`src/rtl/jtframe_ps2_tx_if.sv`:
```
// Purpose : host-side command handshake for the PS/2 host-to-device transmitter.
// Latency : n/a (signal bundle only).
// Backpressure: host must not expect tx_start to be taken while busy=1; it is dropped.
// Ports   : tx_data[7:0], tx_start (host -> tx); busy, done, error (tx -> host).
interface jtframe_ps2_tx_if;
  logic [7:0] tx_data;
  logic       tx_start;
  logic       busy;
  logic       done;
  logic       error;

  modport master (output tx_data, tx_start, input busy, done, error);
  modport slave  (input tx_data, tx_start, output busy, done, error);
endinterface

```
`src/rtl/jtframe_ps2_tx.sv`:
```
// Purpose : sends one command byte from host to a PS/2 device (inhibit, start, 8 data, odd parity, stop, ack).
// Latency : INHIBIT_CYC + START_CYC clk cycles, then 11 device clocks; done/error one cycle after the deciding event.
// Backpressure: busy=1 for the whole transfer; tx_start while busy is ignored.
// Ports   : clk, rst (async active-high); ps2_clk/ps2_data sensed lines; ps2_clk_oe/ps2_data_oe
//           open-collector pull-downs (1 = drive low); host: jtframe_ps2_tx_if slave modport.
module jtframe_ps2_tx #(
  parameter int INHIBIT_CYC = 5000,
  parameter int START_CYC   = 50,
  parameter int TIMEOUT_CYC = 750000
) (
  input  logic            clk,
  input  logic            rst,
  input  logic            ps2_clk,
  input  logic            ps2_data,
  output logic            ps2_clk_oe,
  output logic            ps2_data_oe,
  jtframe_ps2_tx_if.slave host
);

  localparam int PMAX = (INHIBIT_CYC > START_CYC) ? INHIBIT_CYC : START_CYC;
  localparam int CW   = $clog2(PMAX + 1);
  localparam int TW   = $clog2(TIMEOUT_CYC + 1);

  typedef enum logic [2:0] {
    IDLE, INHIBIT, START, SHIFT, ACK, RECOVER
  } state_t;

  state_t         state_q;
  logic [1:0]     clk_sync_q, data_sync_q;
  logic           clk_prev_q;
  logic [7:0]     data_q;
  logic           par_q;
  logic [CW-1:0]  cnt_q;
  logic [3:0]     idx_q;
  logic [TW-1:0]  to_q, to_d;
  logic           clk_oe_q, data_oe_q, busy_q, done_q, error_q;
  logic           fall, timeout_hit;

  // Saturating transfer timer; the limit is checked on the value it is about
  // to take so the error lands exactly TIMEOUT_CYC cycles after acceptance.
  always_comb begin
    to_d        = (to_q == TW'(TIMEOUT_CYC)) ? to_q : to_q + TW'(1);
    timeout_hit = (to_d == TW'(TIMEOUT_CYC));
    fall        = clk_prev_q & ~clk_sync_q[1];
  end

  always_ff @(posedge clk or posedge rst) begin
    if (rst) begin
      state_q     <= IDLE;
      clk_sync_q  <= 2'b11;
      data_sync_q <= 2'b11;
      clk_prev_q  <= 1'b1;
      data_q      <= '0;
      par_q       <= 1'b0;
      cnt_q       <= '0;
      idx_q       <= '0;
      to_q        <= '0;
      clk_oe_q    <= 1'b0;
      data_oe_q   <= 1'b0;
      busy_q      <= 1'b0;
      done_q      <= 1'b0;
      error_q     <= 1'b0;
    end else begin
      clk_sync_q  <= {clk_sync_q[0], ps2_clk};
      data_sync_q <= {data_sync_q[0], ps2_data};
      clk_prev_q  <= clk_sync_q[1];
      done_q      <= 1'b0;
      error_q     <= 1'b0;
      if (state_q != IDLE) to_q <= to_d;

      if (state_q != IDLE && timeout_hit) begin
        // busy stays high through the error cycle; IDLE drops it next cycle
        state_q   <= IDLE;
        clk_oe_q  <= 1'b0;
        data_oe_q <= 1'b0;
        error_q   <= 1'b1;
      end else begin
        case (state_q)
          IDLE: begin
            busy_q    <= 1'b0;
            clk_oe_q  <= 1'b0;
            data_oe_q <= 1'b0;
            // busy_q is still high in the done/error cycle, so a request
            // arriving then is dropped like any other request while busy
            if (host.tx_start && !busy_q) begin
              data_q   <= host.tx_data;
              par_q    <= ~^host.tx_data;
              to_q     <= '0;
              cnt_q    <= '0;
              busy_q   <= 1'b1;
              clk_oe_q <= 1'b1;
              state_q  <= INHIBIT;
            end
          end
          INHIBIT: begin
            if (cnt_q == CW'(INHIBIT_CYC - 1)) begin
              cnt_q     <= '0;
              data_oe_q <= 1'b1;
              state_q   <= START;
            end else begin
              cnt_q <= cnt_q + CW'(1);
            end
          end
          START: begin
            if (cnt_q == CW'(START_CYC - 1)) begin
              clk_oe_q <= 1'b0;
              idx_q    <= '0;
              state_q  <= SHIFT;
            end else begin
              cnt_q <= cnt_q + CW'(1);
            end
          end
          SHIFT: begin
            // idx_q counts falling edges already seen: 0..7 data, 8 parity, 9 stop
            if (fall) begin
              idx_q <= idx_q + 4'd1;
              if (idx_q < 4'd8) begin
                data_oe_q <= ~data_q[idx_q[2:0]];
              end else if (idx_q == 4'd8) begin
                data_oe_q <= ~par_q;
              end else begin
                data_oe_q <= 1'b0;
                state_q   <= ACK;
              end
            end
          end
          ACK: begin
            if (fall) begin
              if (!data_sync_q[1]) begin
                state_q <= RECOVER;
              end else begin
                error_q <= 1'b1;
                state_q <= IDLE;
              end
            end
          end
          RECOVER: begin
            if (clk_sync_q[1] && data_sync_q[1]) begin
              done_q  <= 1'b1;
              state_q <= IDLE;
            end
          end
          default: state_q <= IDLE;
        endcase
      end
    end
  end

  assign ps2_clk_oe  = clk_oe_q;
  assign ps2_data_oe = data_oe_q;
  assign host.busy   = busy_q;
  assign host.done   = done_q;
  assign host.error  = error_q;

endmodule

```
`src/flat_wrapper.sv`:
```
// flat-port wrapper written by rule: the top's interface ports become plain ports
module jtframe_ps2_tx_flat 
#(
  parameter int INHIBIT_CYC = 5000,
  parameter int START_CYC   = 50,
  parameter int TIMEOUT_CYC = 750000
)
  (clk, rst, ps2_clk, ps2_data, ps2_clk_oe, ps2_data_oe, host_tx_data, host_tx_start, host_busy, host_done, host_error);
  jtframe_ps2_tx_if host_i ();
  input  logic clk;
  input  logic rst;
  input  logic ps2_clk;
  input  logic ps2_data;
  output logic ps2_clk_oe;
  output logic ps2_data_oe;
  input wire logic [$bits(host_i.tx_data)-1:0] host_tx_data;
  input wire logic [$bits(host_i.tx_start)-1:0] host_tx_start;
  output wire logic [$bits(host_i.busy)-1:0] host_busy;
  output wire logic [$bits(host_i.done)-1:0] host_done;
  output wire logic [$bits(host_i.error)-1:0] host_error;
  assign host_i.tx_data = host_tx_data;
  assign host_i.tx_start = host_tx_start;
  assign host_busy = host_i.busy;
  assign host_done = host_i.done;
  assign host_error = host_i.error;
  jtframe_ps2_tx #(.INHIBIT_CYC(INHIBIT_CYC), .START_CYC(START_CYC), .TIMEOUT_CYC(TIMEOUT_CYC)) u_core (.clk(clk), .rst(rst), .ps2_clk(ps2_clk), .ps2_data(ps2_data), .ps2_clk_oe(ps2_clk_oe), .ps2_data_oe(ps2_data_oe), .host(host_i));
endmodule
```
`config.mk`:
```
export PLATFORM = sky130hd
export DESIGN_NAME = jtframe_ps2_tx_flat
export DESIGN_NICKNAME = d
export VERILOG_FILES = /design/src/rtl/jtframe_ps2_tx_if.sv /design/src/rtl/jtframe_ps2_tx.sv /design/src/flat_wrapper.sv
export SDC_FILE = /design/constraint.sdc
export NUM_CORES = 1
export LEC_CHECK = 0
export BUFFER_PORTS_ARGS = -buffer_cell sky130_fd_sc_hd__buf_2
export CAP_MARGIN = 15
export CORE_ASPECT_RATIO = 0.8
export CORE_MARGIN = 2
export CORE_UTILIZATION = 45
export DETAILED_ROUTE_END_ITERATION = 8
export PLACE_DENSITY_LB_ADDON = 0.2
export SETUP_SLACK_MARGIN = 0.5
export SYNTH_ARGS = -nofsm -noshare
export SYNTH_HDL_FRONTEND = slang
export SYNTH_SLANG_ARGS = --single-unit
```
`constraint.sdc`:
```
create_clock -name clk -period 3.2 [get_ports clk]
set_input_delay 0.32 -clock clk [delete_from_list [all_inputs] [get_ports clk]]
set_output_delay 0.32 -clock clk [all_outputs]
set_load 0.005 [all_outputs]
```
After elaboration in Yosys (flattened, before gate mapping)

Cells that the tools add are included.

Bits in registers: 59
Input bits: 13
Output and inout bits: 5
Logic and storage cells: 106

$add $sub $neg: 3
$lt $le $gt $ge: 2
Equality and inequality tests: 22
Mux-type cells: 42
Bitwise logic cells: 5
Reductions and logical operators: 18

Operators by type and width:

| operator                                                                | count |
|---|---|
| 20-bit two-way mux                                                      | 5 |
| 20-bit == test, second input constant                                   | 2 |
| 13-bit two-way mux                                                      | 3 |
| 13-bit case mux with 3 select lines                                     | 1 |
| 3-bit two-way mux                                                       | 10 |
| 20-bit by 1-bit adder with 20-bit output, second input constant         | 1 |
| 3-bit by 1-bit inequality test with 1-bit output, second input constant | 6 |
| 3-bit case mux with 6 select lines                                      | 1 |
| 1-bit two-way mux                                                       | 16 |
| 13-bit by 1-bit adder with 13-bit output, second input constant         | 1 |
| 13-bit == test, second input constant                                   | 1 |
| 13-bit by 6-bit == test with 1-bit output, second input constant        | 1 |
| 3-bit nonzero test                                                      | 3 |
| 4-bit two-way mux                                                       | 2 |
| 4-bit case mux with 2 select lines                                      | 1 |
| 4-bit AND reduction                                                     | 2 |
| 8-bit AND reduction                                                     | 1 |
| 8-bit XNOR reduction                                                    | 1 |
| 3-bit by 2-bit == test with 1-bit output, second input constant         | 2 |
| 3-bit == test, second input constant                                    | 2 |
| 2-bit by 1-bit inequality test with 1-bit output, second input constant | 3 |
| 3-bit by 2-bit inequality test with 1-bit output, second input constant | 2 |
| 3-bit AND reduction                                                     | 2 |
| 4-bit by 1-bit adder with 4-bit output, second input constant           | 1 |
| 16 further kinds                                                        | 22 |

Longest topological paths before layout

Gate-level depths: netlist of run 1.

Word-level depth: 7
Mapped depth: 11
Depth with buffers taken out: 9

Least setup slack after synthesis of run 1

Ideal clock, no wire load.

Path kind: reg-to-reg
Start point: register u_core.to_q[0]
End point: register u_core.cnt_q[12]
Library setup time: 0.124 ns
Data arrival time: 2.699 ns
Required time: 3.076 ns
Path slack: 0.377 ns
Cell stages (with the launch flop): 12
Buffers on the path: 3
Period minus slack after synthesis: 2.823 ns
Cells stage by stage: dfrtp_1 > ha_1 > buf_2 > and3_1 > buf_2 > nand4_2 > o31a_1 > or3_4 > o41ai_4 > buf_6 > nor3_1 > a211o_1

Longest elaborated chain between the ends: 6
Elaborated cells on any way between the ends: 7
Those cells by class: add/sub: 1; eq/ne: 2; mux: 1; bitwise: 1; reduce/logical: 2

Ends and longest elaborated chain:

| item                                                                       | line                  | text |
|---|---|---|
| start: declaration                                                         | jtframe_ps2_tx.sv:35  | `logic [TW-1:0] to_q, to_d;` |
| start signal: assignment                                                   | jtframe_ps2_tx.sv:69  | `if (state_q != IDLE) to_q <= to_d;` |
| 20-bit by 1-bit adder with 20-bit output or 20-bit == test (tied branches) | jtframe_ps2_tx.sv:42  | `to_d = (to_q == TW'(TIMEOUT_CYC)) ? to_q : to_q + TW'(1);` |
| 20-bit two-way mux *                                                       | jtframe_ps2_tx.sv:42  |  |
| 20-bit == test *                                                           | jtframe_ps2_tx.sv:43  | `timeout_hit = (to_d == TW'(TIMEOUT_CYC));` |
| 1-bit logical AND *                                                        | jtframe_ps2_tx.sv:71  | `if (state_q != IDLE && timeout_hit) begin` |
| 1-bit inverter (no source line) *                                          | n/a                   |  |
| 4-bit AND reduction (no source line) *                                     | n/a                   |  |
| end signal: assignment                                                     | jtframe_ps2_tx.sv:101 | `cnt_q <= cnt_q + CW'(1);` |
| end signal: assignment                                                     | jtframe_ps2_tx.sv:110 | `cnt_q <= cnt_q + CW'(1);` |
| end: declaration                                                           | jtframe_ps2_tx.sv:33  | `logic [CW-1:0] cnt_q;` |

Every way passes the cells marked *; elsewhere a longest branch is shown, timed or not.
A chain may end at the register's enable or synchronous reset.

Worst setup path after layout of run 1

Start point: register u_core.to_q[9]
End point: register u_core.cnt_q[2]

Same word-level chain as after synthesis.

==> flow_summary_export.csv, run 1 <==
group,metric,value,unit
critical_path,arrival,3.05,ns
critical_path,worst-path-stages,8,
power,pwr-share-seq,35.3,%
power,peakVddDrop,527.2,uV
logic_synthesis,syn_area,3627,um2
drt,ant_nets,0,
power,clockPowerShare,17.5,%
critical_path,path_cells,"nand4_1 -> or4_4 -> mux2i_1 -> or3_4 -> o41ai_4 -> buf_6 -> nor3b_1 -> a221o_1",
power,p_comb_share,47.1,%
die,die_w,104.4,um
sta,worst_pin_slew,0.7146,ns
sta,fin_worst_skew,0.01091,ns
logic_synthesis,synth_top_area_cell,"dfrtp_1",
die,boundaryPins,18,
critical_path,path_class,"reg -> reg",
logic_synthesis,synth_fp_nets,408,
sta,finalCritPeriodShare,88.14,%
die,core_area,7874,um2
layout,insertedDiodeCount,0,
sta,max_freq,354.5,MHz
cts,cts_tree,"yes",
die,start_util,46.07,%
logic_synthesis,synthArstFlopShare,100.0,%
global_routing,grt_max_degree,26,
drt,vias,3217,
drt,drtPass1Iterations,4,
sta,fin_setup_tns,0,ns
cts,cts_buffers,9,
drt,initialDrtViolationCount,185,
logic_synthesis,synth_edf_count,0,
placed_design,globalplace.congestion,0.8873,
global_routing,grt_use_total,22.74,%
global_routing,grt_pass1_wl,15900,um
logic_synthesis,synth_area_leaders,"dfrtp_1 37%, o21ai_0 4.0%, dfstp_2 3.6%",
worst_hold_path,min_path_cells,1,
placed_design,hpwl,6169,um
placed_design,io_buffers,17,
run,drv_cap,0,
sta,holdWs,0.07200,ns
global_routing,grt_remaining_overflow,0,
layout,fin_nets,437,
critical_path,reg2reg_depth,8,
die,fp.dieH,84.30,um
critical_path,worst_ep_required_time,3.43,ns
die,rows,29,
power,switching_power,0.001402,W
critical_path,crit_fanout,9,
critical_path,crit_family,"simple AND/OR/NAND/NOR gates",
cts,htreeDepth,3,
logic_synthesis,syn_avg_cell_area,9.301,um2
sta,rsz0062_at_grt,"yes",
layout,final_layout_size_suffix_gt1_share,27.83,%
logic_synthesis,synth_ff_type,"dfrtp_1",
status,outcome,"finished clean",
sta,setup_violations,0,
critical_path,cp_slowest_cell,"or4_4",
logic_synthesis,syn_inst,390,
drt,viasPerCell,6.047,
critical_path,worst_setup_path_start_kind,"register",
layout,fin_area,4267,um2
sta,finalCriticalPeriod,2.821,ns
power,leakage,1.800,nW
global_routing,grt_pass1_vias,3163,
cts,path_clk_slew,0.07,ns
drt,drc,0,
power,p_int,0.001938,W
sta,relSlewSlack,52.04,%
drt,routedWlPerCell,17.18,um
cts,clockBufferDepth,2,
cts,cts-root-buf,"clkbuf_8",
critical_path,critPathMaxStageDelay,0.53,ns
die,dieArea,8799,um2
global_routing,antenna_found_initial,0,
worst_hold_path,worstHoldPathType,"in -> reg",
sta,finalHoldViolations,0,
logic_synthesis,synth.yosys.seq_area_share,40.88,%
sta,drv_slew,0,
placed_design,dp_cells,507,
cts,clk_latency,0.35,ns
critical_path,endpoint_kind,"register",
power,design_power_total,0.003340,W
layout,fin_cells,532,
logic_synthesis,ys_ff_latch,59,
logic_synthesis,yosys.area.top_type_share,37.25,%
drt,drt_wl_total,9142,um
power,p_sw_share,41.97,%
logic_synthesis,ys_types,64,
placed_design,placed_area,3864,um2
layout,synthToLayoutAreaGrowth,17.63,%
logic_synthesis,yosysWarnings,0,
critical_path,critPathBufInv,1,
power,power_density,782.7,nW/um2
cts,clock-sinks,59,
==> final timing paths <==
kind,start,endpoint,slack [ns]
min in group asynchronous,rst,u_core.data_q[1]$_DFFE_PP0P_,0.47
min,ps2_data,u_core.data_sync_q[0]$_DFF_PP1_,0.07
max,u_core.to_q[9]$_DFF_PP0_,u_core.cnt_q[2]$_DFFE_PP0P_,0.38
max in group asynchronous,rst,u_core.data_sync_q[0]$_DFF_PP1_,2.06
max reg2reg,u_core.to_q[9]$_DFF_PP0_,u_core.cnt_q[2]$_DFFE_PP0P_,0.38
min reg2reg,u_core.clk_sync_q[0]$_DFF_PP1_,u_core.clk_sync_q[1]$_DFF_PP1_,0.36
==> per-stage QoR <==
step	worst slack [ns]	util, %
floorplan	0.5269	-
global placement	0.2849	49.07
detailed placement	0.2416	49.07
CTS	0.3646	53.82
global route	0.2522	54.19
finish	0.3794	54.19
==> worst reg2reg max path, stage by stage, from the launching register on <==
cell	delay, ns
dfrtp_1	0.52
nand4_1	0.19
or4_4	0.53
mux2i_1	0.14
or3_4	0.39
o41ai_4	0.43
buf_6	0.20
nor3b_1	0.06
a221o_1	0.25
==> state kept, by name, indices dropped and copies added (netlist names), 2 cells and up <==
| name | flops |
|---|---|
| u_core.to_q | 20 |
| u_core.cnt_q | 13 |
| u_core.data_q | 8 |
| u_core.idx_q | 4 |
| u_core.state_q | 3 |
| u_core.clk_sync_q | 2 |
| u_core.data_sync_q | 2 |
==> per-layer routing <==
layer | track usage [%] | routed length (um) | vias up
met3 | 5.202 | 555 | 20
met5 | 0 | 0 | -
li1 | - | - | 1525
met4 | 10.81 | 230 | 0
met1 | 31.29 | 4252 | 1566
met2 | 34.05 | 4103 | 106
==> synth_stat cells (all sizes together) (6+ instances only) <==
master	n
o21ai	31
nor4	6
nand2b	6
nand4	10
and3	8
a21oi	17
nor3	13
o31ai	13
mux2	11
xnor2	8
inv	12
nand3	23
buf	12
a21o	13
nand2	34
or2	6
a31oi	6
nor2	22
clkbuf	10
dfrtp	54
o41ai	7
==> layout by cell type (no fill, tap or decap), types with 6 or more instances in the layout <==
cell type | Yosys | routed
nand4_1 | 8 | 8
mux2_2 | 11 | 11
inv_1 | 12 | 9
xnor2_1 | 8 | 8
nand3_1 | 23 | 22
o31ai_1 | 13 | 9
o21ai_0 | 29 | 28
a31oi_1 | 6 | 6
nor2_1 | 21 | 21
nand2_1 | 34 | 34
a21oi_1 | 17 | 17
buf_4 | 1 | 18
a21o_1 | 13 | 13
and3_1 | 8 | 7
nor3_1 | 12 | 10
nand2b_1 | 6 | 6
dfrtp_2 | 0 | 8
clkbuf_8 | 0 | 9
dfrtp_1 | 54 | 46
buf_2 | 8 | 17
==> layout make-up <==
| cell class | count | area, um2 |
|---|---|---|
| Multi-Input combinational cell | 297 | 2140 |
| Tap cell | 108 | 135.1 |
| Sequential cell | 59 | 1493 |
| Clock buffer | 11 | 131.4 |
| Clock inverter | 5 | 30.03 |
| Fill cell | 748 | 3607 |
| Timing Repair Buffer | 40 | 292.8 |
| Inverter | 12 | 45.04 |
==> power groups by stage <==
stage               Clock (W)  Combinational (W)  Sequential, W
floorplan                   0            0.00109        0.00104
global placement            0            0.00128        0.00117
detailed placement          0            0.00130        0.00117
CTS                  0.000601            0.00153        0.00117
global route         0.000641            0.00173        0.00121
finish               0.000585            0.00157        0.00118
==> timing repair <==
action                                  CTS  global route
endpoints found under the setup margin   27            31
gates cloned                              1             0
resized for setup                        34             4
hold endpoints to repair                 10             0
pin swaps                                25             6
hold buffers                              1             0
buffers inserted                          6             1
==> logic make-up (layout without fill, tap and decap cells) <==
| group | count (synthesis) | count (layout) | synth area share, % |
|---|---|---|---|
| multiplexers | 15 | 15 | 5.209 |
| adder cells (fa/ha/maj) | 5 | 5 | 1.725 |
| buffers and inverters | 34 | 68 | 4.519 |
| flip-flops | 59 | 59 | 40.88 |
| AO/OA/AOI/OAI | 112 | 112 | 21.63 |
| XOR/XNOR | 9 | 9 | 2.173 |
| AND/OR/NAND/NOR | 156 | 156 | 23.87 |
Power figures use the tool's default switching activity.
==> inputs of run 2 (changes only) <==
--- a/config.mk
+++ b/config.mk
@@ -12,6 +12,7 @@
 export CORE_UTILIZATION = 45
 export DETAILED_ROUTE_END_ITERATION = 8
 export PLACE_DENSITY_LB_ADDON = 0.2
+export RECOVER_POWER = 25
 export SETUP_SLACK_MARGIN = 0.5
 export SYNTH_ARGS = -nofsm -noshare
 export SYNTH_HDL_FRONTEND = slang
==> run 2 against run 1 <==
Count of clock-buffer cells in the layout unchanged. Cell area decreased by 0.12%. Combinational power about the same.
==> flow_summary_export.csv, run 2 (synthesized netlist as in run 1, its figures left out) <==
group,metric,value,unit
global_routing,antenna_found_initial,0,
sta,relSlewSlack,12.16,%
die,die_w,104.4,um
critical_path,worst_setup_path_start_kind,"register",
die,boundaryPins,18,
sta,drv_slew,0,
cts,cts_tree,"yes",
critical_path,reg2reg_setup_slack,0.38,ns
layout,synthToLayoutAreaGrowth,17.49,%
sta,rsz0062_at_grt,"yes",
layout,largest_reg_flops,20,
critical_path,arrival,3.05,ns
critical_path,worst_ep_required_time,3.43,ns
power,design_power_total,0.003338,W
placed_design,io_buffers,17,
placed_design,globalplace.congestion,0.8873,
drt,drc,0,
drt,viasPerCell,6.026,
sta,finalHoldViolations,0,
drt,vias,3206,
layout,multi_input_area,2140,um2
layout,fin_nets,437,
global_routing,grt_remaining_overflow,0,
layout,final_cell_mix,"46 x dfrtp_1, 34 x nand2_1, 28 x o21ai_0",
drt,ant_nets,0,
critical_path,startpoint,"u_core.to_q[9]$_DFF_PP0_",
status,outcome,"finished clean",
sta,finalCritPeriodShare,88.15,%
critical_path,setup.worst_path.end,"u_core.cnt_q[2]$_DFFE_PP0P_",
cts,clk_latency,0.35,ns
cts,cts-root-buf,"clkbuf_8",
cts,clockBufferDepth,2,
layout,largest-register,"u_core.to_q",
die,dieArea,8799,um2
drt,initialDrtViolationCount,185,
power,power_density,783.4,nW/um2
sta,setup_violations,0,
critical_path,crit_fanout,9,
sta,max_freq,354.5,MHz
global_routing,grt_use_total,22.74,%
layout,ff_latch_area,1493,um2
sta,fin_worst_skew,0.01091,ns
global_routing,grt_pass1_vias,3163,
sta,finalCriticalPeriod,2.821,ns
sta,worst_pin_slew,1.318,ns
critical_path,r2r-start,"u_core.to_q[9]$_DFF_PP0_",
layout,final_layout_size_suffix_gt1_share,26.89,%
die,start_util,46.07,%
die,rows,29,
sta,setup_ws,0.3792,ns
drt,drtPass1Iterations,4,
sta,fin_setup_tns,0,ns
cts,path_clk_slew,0.07,ns
drt,drt_wl_total,9141,um
worst_hold_path,worstHoldPathType,"in -> reg",
layout,reg_top3,"u_core.to_q x20, u_core.cnt_q x13, u_core.data_q x8",
critical_path,r2r-end,"u_core.cnt_q[2]$_DFFE_PP0P_",
cts,htreeDepth,3,
layout,fillers,748,
placed_design,preCtsSetupSlack,0.2416,ns
power,leakage,1.793,nW
global_routing,grt_max_degree,26,
critical_path,reg2reg_depth,8,
critical_path,path_class,"reg -> reg",
power,peakVddDrop,527.3,uV
die,core_area,7874,um2
placed_design,hpwl,6169,um
run,drv_cap,0,
cts,clock-sinks,59,
critical_path,endpoint_kind,"register",
layout,insertedDiodeCount,0,
drt,routedWlPerCell,17.18,um
die,fp.dieH,84.30,um
global_routing,grt_pass1_wl,15900,um
layout,layout_commonest_cell,"dfrtp_1",
cts,cts_buffers,9,
==> run 2: worst min-delay path by stage <==
stage          cells after the start      from                               to
2_1_floorplan                      0   ps2_clk   u_core.clk_sync_q[0]$_DFF_PP1_
3_3_place_gp                       2       rst     u_core.data_q[1]$_DFFE_PP0P_
3_5_place_dp                       2       rst     u_core.data_q[1]$_DFFE_PP0P_
4_1_cts                            1  ps2_data  u_core.data_sync_q[0]$_DFF_PP1_
5_1_grt                            1   ps2_clk   u_core.clk_sync_q[0]$_DFF_PP1_
6_report                           1  ps2_data  u_core.data_sync_q[0]$_DFF_PP1_
==> run 2: per-stage QoR <==
step | cell area, um2 | cells | hold WS, ns | utilization [%]
after floorplan | 3655 | 390 | 0.3245 | -
after global placement | 3864 | 507 | 0.2801 | 49.07
after detailed placement | 3864 | 507 | 0.2916 | 49.07
after CTS | 4238 | 531 | 0.06175 | 53.82
after global routing | 4262 | 532 | 0.05417 | 54.12
final | 4262 | 532 | 0.07189 | 54.12
==> run 2: where the power goes <==
group	leakage [nW]	internal, W	switching [W]
Combinational	0.957	0.000735	0.000837
Sequential	0.756	0.000925	0.000255
Clock	0.0791	0.000277	0.000309
==> run 2: final cells by class <==
class                      count  share of cell area (%)
sequential                    59                   35.03
clock inverter                 5                  0.7046
clock buffer                  11                   3.083
inverter                      12                   1.057
tap                          108                   3.171
multi-input combinational    297                   50.21
timing repair buffer          40                   6.753
==> run 2: repair_timing <==
item,in CTS,in global routing
pin swaps,25,6
gates resized for setup,34,4
hold endpoints to repair,10,0
cloned,1,0
hold buffers,1,0
setup buffers,6,1
endpoints found under the setup margin,27,31
==> run 2: worst max-delay path, stage by stage, from the launching register on <==
cell     delay [ns]
dfrtp_1        0.52
nand4_1        0.19
or4_4          0.53
mux2i_1        0.14
or3_4          0.39
o41ai_4        0.43
buf_6          0.20
nor3b_1        0.05
a221o_1        0.25
==> run 2: per-layer routing <==
layer	up-vias	global-route usage (%)	share of wire, %	wire length, um
met4	0	10.81	2.5	230
met1	1560	31.29	47	4256
met5	-	0	0	0
met3	20	5.202	6.0	549
met2	102	34.05	45	4104
li1	1524	-	-	-
==> inputs of run 3 (changes only) <==
--- a/config.mk
+++ b/config.mk
@@ -13,6 +13,7 @@
 export DETAILED_ROUTE_END_ITERATION = 8
 export PLACE_DENSITY_LB_ADDON = 0.2
 export RECOVER_POWER = 25
+export REMOVE_ABC_BUFFERS = 1
 export SETUP_SLACK_MARGIN = 0.5
 export SYNTH_ARGS = -nofsm -noshare
 export SYNTH_HDL_FRONTEND = slang
==> run 3 against run 2 <==
Die area stayed put. Count of clock-buffer cells in the layout is 2 lower. Sequential power is 4% lower. Critical path type unchanged. Largest cell class unchanged. Largest power group unchanged. Highest routed layer unchanged.
==> flow_summary_export.csv, run 3 (synthesized netlist as in run 1, its figures left out) <==
group,metric,value,unit
cts,htreeDepth,3,
global_routing,grt_remaining_overflow,0,
power,power_density,774.2,nW/um2
layout,final_cell_mix,"49 x buf_4, 41 x dfrtp_1, 34 x nand2_1",
drt,drc,0,
critical_path,critPathMaxStageDelay,0.59,ns
sta,fin_worst_skew,0.01401,ns
layout,insertedDiodeCount,0,
placed_design,hpwl,5785,um
drt,viasPerCell,5.991,
drt,ant_nets,0,
cts,cts_buffers,9,
power,pwr-share-seq,31.8,%
critical_path,cp_slowest_cell,"or4b_4",
worst_hold_path,hold_start,"ps2_data",
power,leakage,2.022,nW
cts,cts_tree,"yes",
sta,fin_setup_tns,0,ns
critical_path,crit_fanout,9,
layout,fin_nets,473,
cts,path_clk_slew,0.08,ns
critical_path,worst_ep_required_time,3.43,ns
sta,setup_violations,0,
power,switching_power,0.001476,W
critical_path,path_class,"reg -> reg",
global_routing,grt_use_total,22.04,%
power,design_power_total,0.003564,W
sta,finalCritPeriodShare,87.17,%
die,core_area,7874,um2
placed_design,placed_area,3869,um2
sta,holdWs,0.05971,ns
cts,clockBufferDepth,2,
layout,fin_area,4603,um2
worst_hold_path,worstHoldPathType,"in -> reg",
layout,layout_commonest_cell,"buf_4",
status,outcome,"finished clean",
sta,relSlewSlack,21.39,%
layout,synthToLayoutAreaGrowth,26.91,%
drt,initialDrtViolationCount,213,
global_routing,grt_pass1_vias,3165,
die,rows,29,
drt,routedWlPerCell,17.14,um
drt,drt_wl_total,9738,um
power,p_sw_share,41.41,%
die,start_util,46.07,%
global_routing,antenna_found_initial,0,
run,drv_cap,0,
layout,reg_top3,"u_core.to_q x20, u_core.cnt_q x13, u_core.data_q x8",
power,p_int,0.002088,W
critical_path,endpoint_kind,"register",
die,dieArea,8799,um2
critical_path,startpoint,"u_core.to_q[3]$_DFF_PP0_",
critical_path,r2r-start,"u_core.to_q[3]$_DFF_PP0_",
die,fp.dieH,84.30,um
cts,clock-sinks,59,
power,p_comb_share,48.8,%
sta,finalCriticalPeriod,2.789,ns
critical_path,arrival,3.02,ns
layout,fillers,682,
power,clockPowerShare,19.4,%
sta,worst_pin_slew,1.179,ns
layout,final_layout_size_suffix_gt1_share,34.35,%
cts,clk_latency,0.35,ns
placed_design,globalplace.congestion,0.8520,
layout,largest_reg_flops,20,
cts,cts-root-buf,"clkbuf_8",
drt,vias,3403,
critical_path,worst_setup_path_start_kind,"register",
power,peakVddDrop,360.5,uV
global_routing,grt_pass1_wl,15490,um
drt,drtPass1Iterations,5,
sta,drv_slew,0,
sta,max_freq,358.5,MHz
sta,finalHoldViolations,0,
critical_path,path_cells,"or4b_4 -> nor3_4 -> a211oi_2 -> o2111ai_4 -> o41ai_4 -> a211o_4 -> a221o_1",
global_routing,grt_max_degree,23,
die,boundaryPins,18,
layout,largest-register,"u_core.to_q",
placed_design,io_buffers,17,
sta,rsz0062_at_grt,"yes",
die,die_w,104.4,um
[run 3: worst max-delay path: cells and delay by family (launching register included)]
family,cells,cell delay [ns]
compound gates,5,1.38
simple gates,2,0.83
flops,1,0.48
[run 3: path summary, 6_finish.rpt]
| kind | to | slack, ns | depth (start not counted) |
|---|---|---|---|
| setup reg to reg | u_core.cnt_q[2]$_DFFE_PP0P_ | 0.41 | 7 |
| max in group asynchronous | u_core.ps2_data_oe$_DFFE_PP0P_ | 1.07 | 4 |
| hold / removal | u_core.data_sync_q[0]$_DFF_PP1_ | 0.06 | 1 |
| setup / recovery | u_core.cnt_q[2]$_DFFE_PP0P_ | 0.41 | 7 |
| min in group asynchronous | u_core.to_q[5]$_DFF_PP0_ | 0.62 | 3 |
| hold reg to reg | u_core.data_sync_q[1]$_DFF_PP1_ | 0.36 | 0 |
[run 3: what timing repair did]
| action | 4_1_cts | 5_1_grt |
|---|---|---|
| hold buffers | 1 | 0 |
| hold endpoints to repair | 16 | 0 |
| endpoints found under the setup margin | 27 | 30 |
| pin swaps | 25 | 13 |
| buffers inserted | 16 | 22 |
| gates cloned | 1 | 1 |
| resized for setup | 41 | 10 |
[run 3: power groups by stage]
| stage | logic, W | clock network, W | registers [W] |
|---|---|---|---|
| after detailed placement | 0.00131 | 0 | 0.00115 |
| after CTS | 0.00161 | 0.000708 | 0.00113 |
| after global placement | 0.00130 | 0 | 0.00114 |
| final | 0.00174 | 0.000691 | 0.00113 |
| after floorplan | 0.000918 | 0 | 0.00110 |
| after global routing | 0.00190 | 0.000746 | 0.00116 |
[run 3: per-stage QoR]
step                std cells  utilization [%]  setup WS [ns]
global placement          511            49.13         0.2150
floorplan                 368                -        -0.1122
CTS                       545            55.81         0.4442
global route              568            58.46         0.2759
detailed placement        511            49.13         0.1498
finish                    568            58.46         0.4107
[run 3: per-layer routing]
layer / vias to the layer above / GRT usage, % / share of wire [%]
met2: 115 / 35.18 / 48
met4: 0 / 8.354 / 2.7
li1: 1598 / - / -
met1: 1661 / 29.12 / 44
met3: 29 / 5.512 / 5.6
met5: - / 0 / 0
[run 3: final cells by class]
type | instances | area [um2] | share of cell area (%)
Multi-Input combinational cell | 299 | 2188 | 47.54
Sequential cell | 59 | 1499 | 32.56
Timing Repair Buffer | 74 | 535.5 | 11.63
Tap cell | 108 | 135.1 | 2.936
Clock buffer | 9 | 123.9 | 2.691
Clock inverter | 7 | 76.32 | 1.658
Inverter | 12 | 45.04 | 0.9785
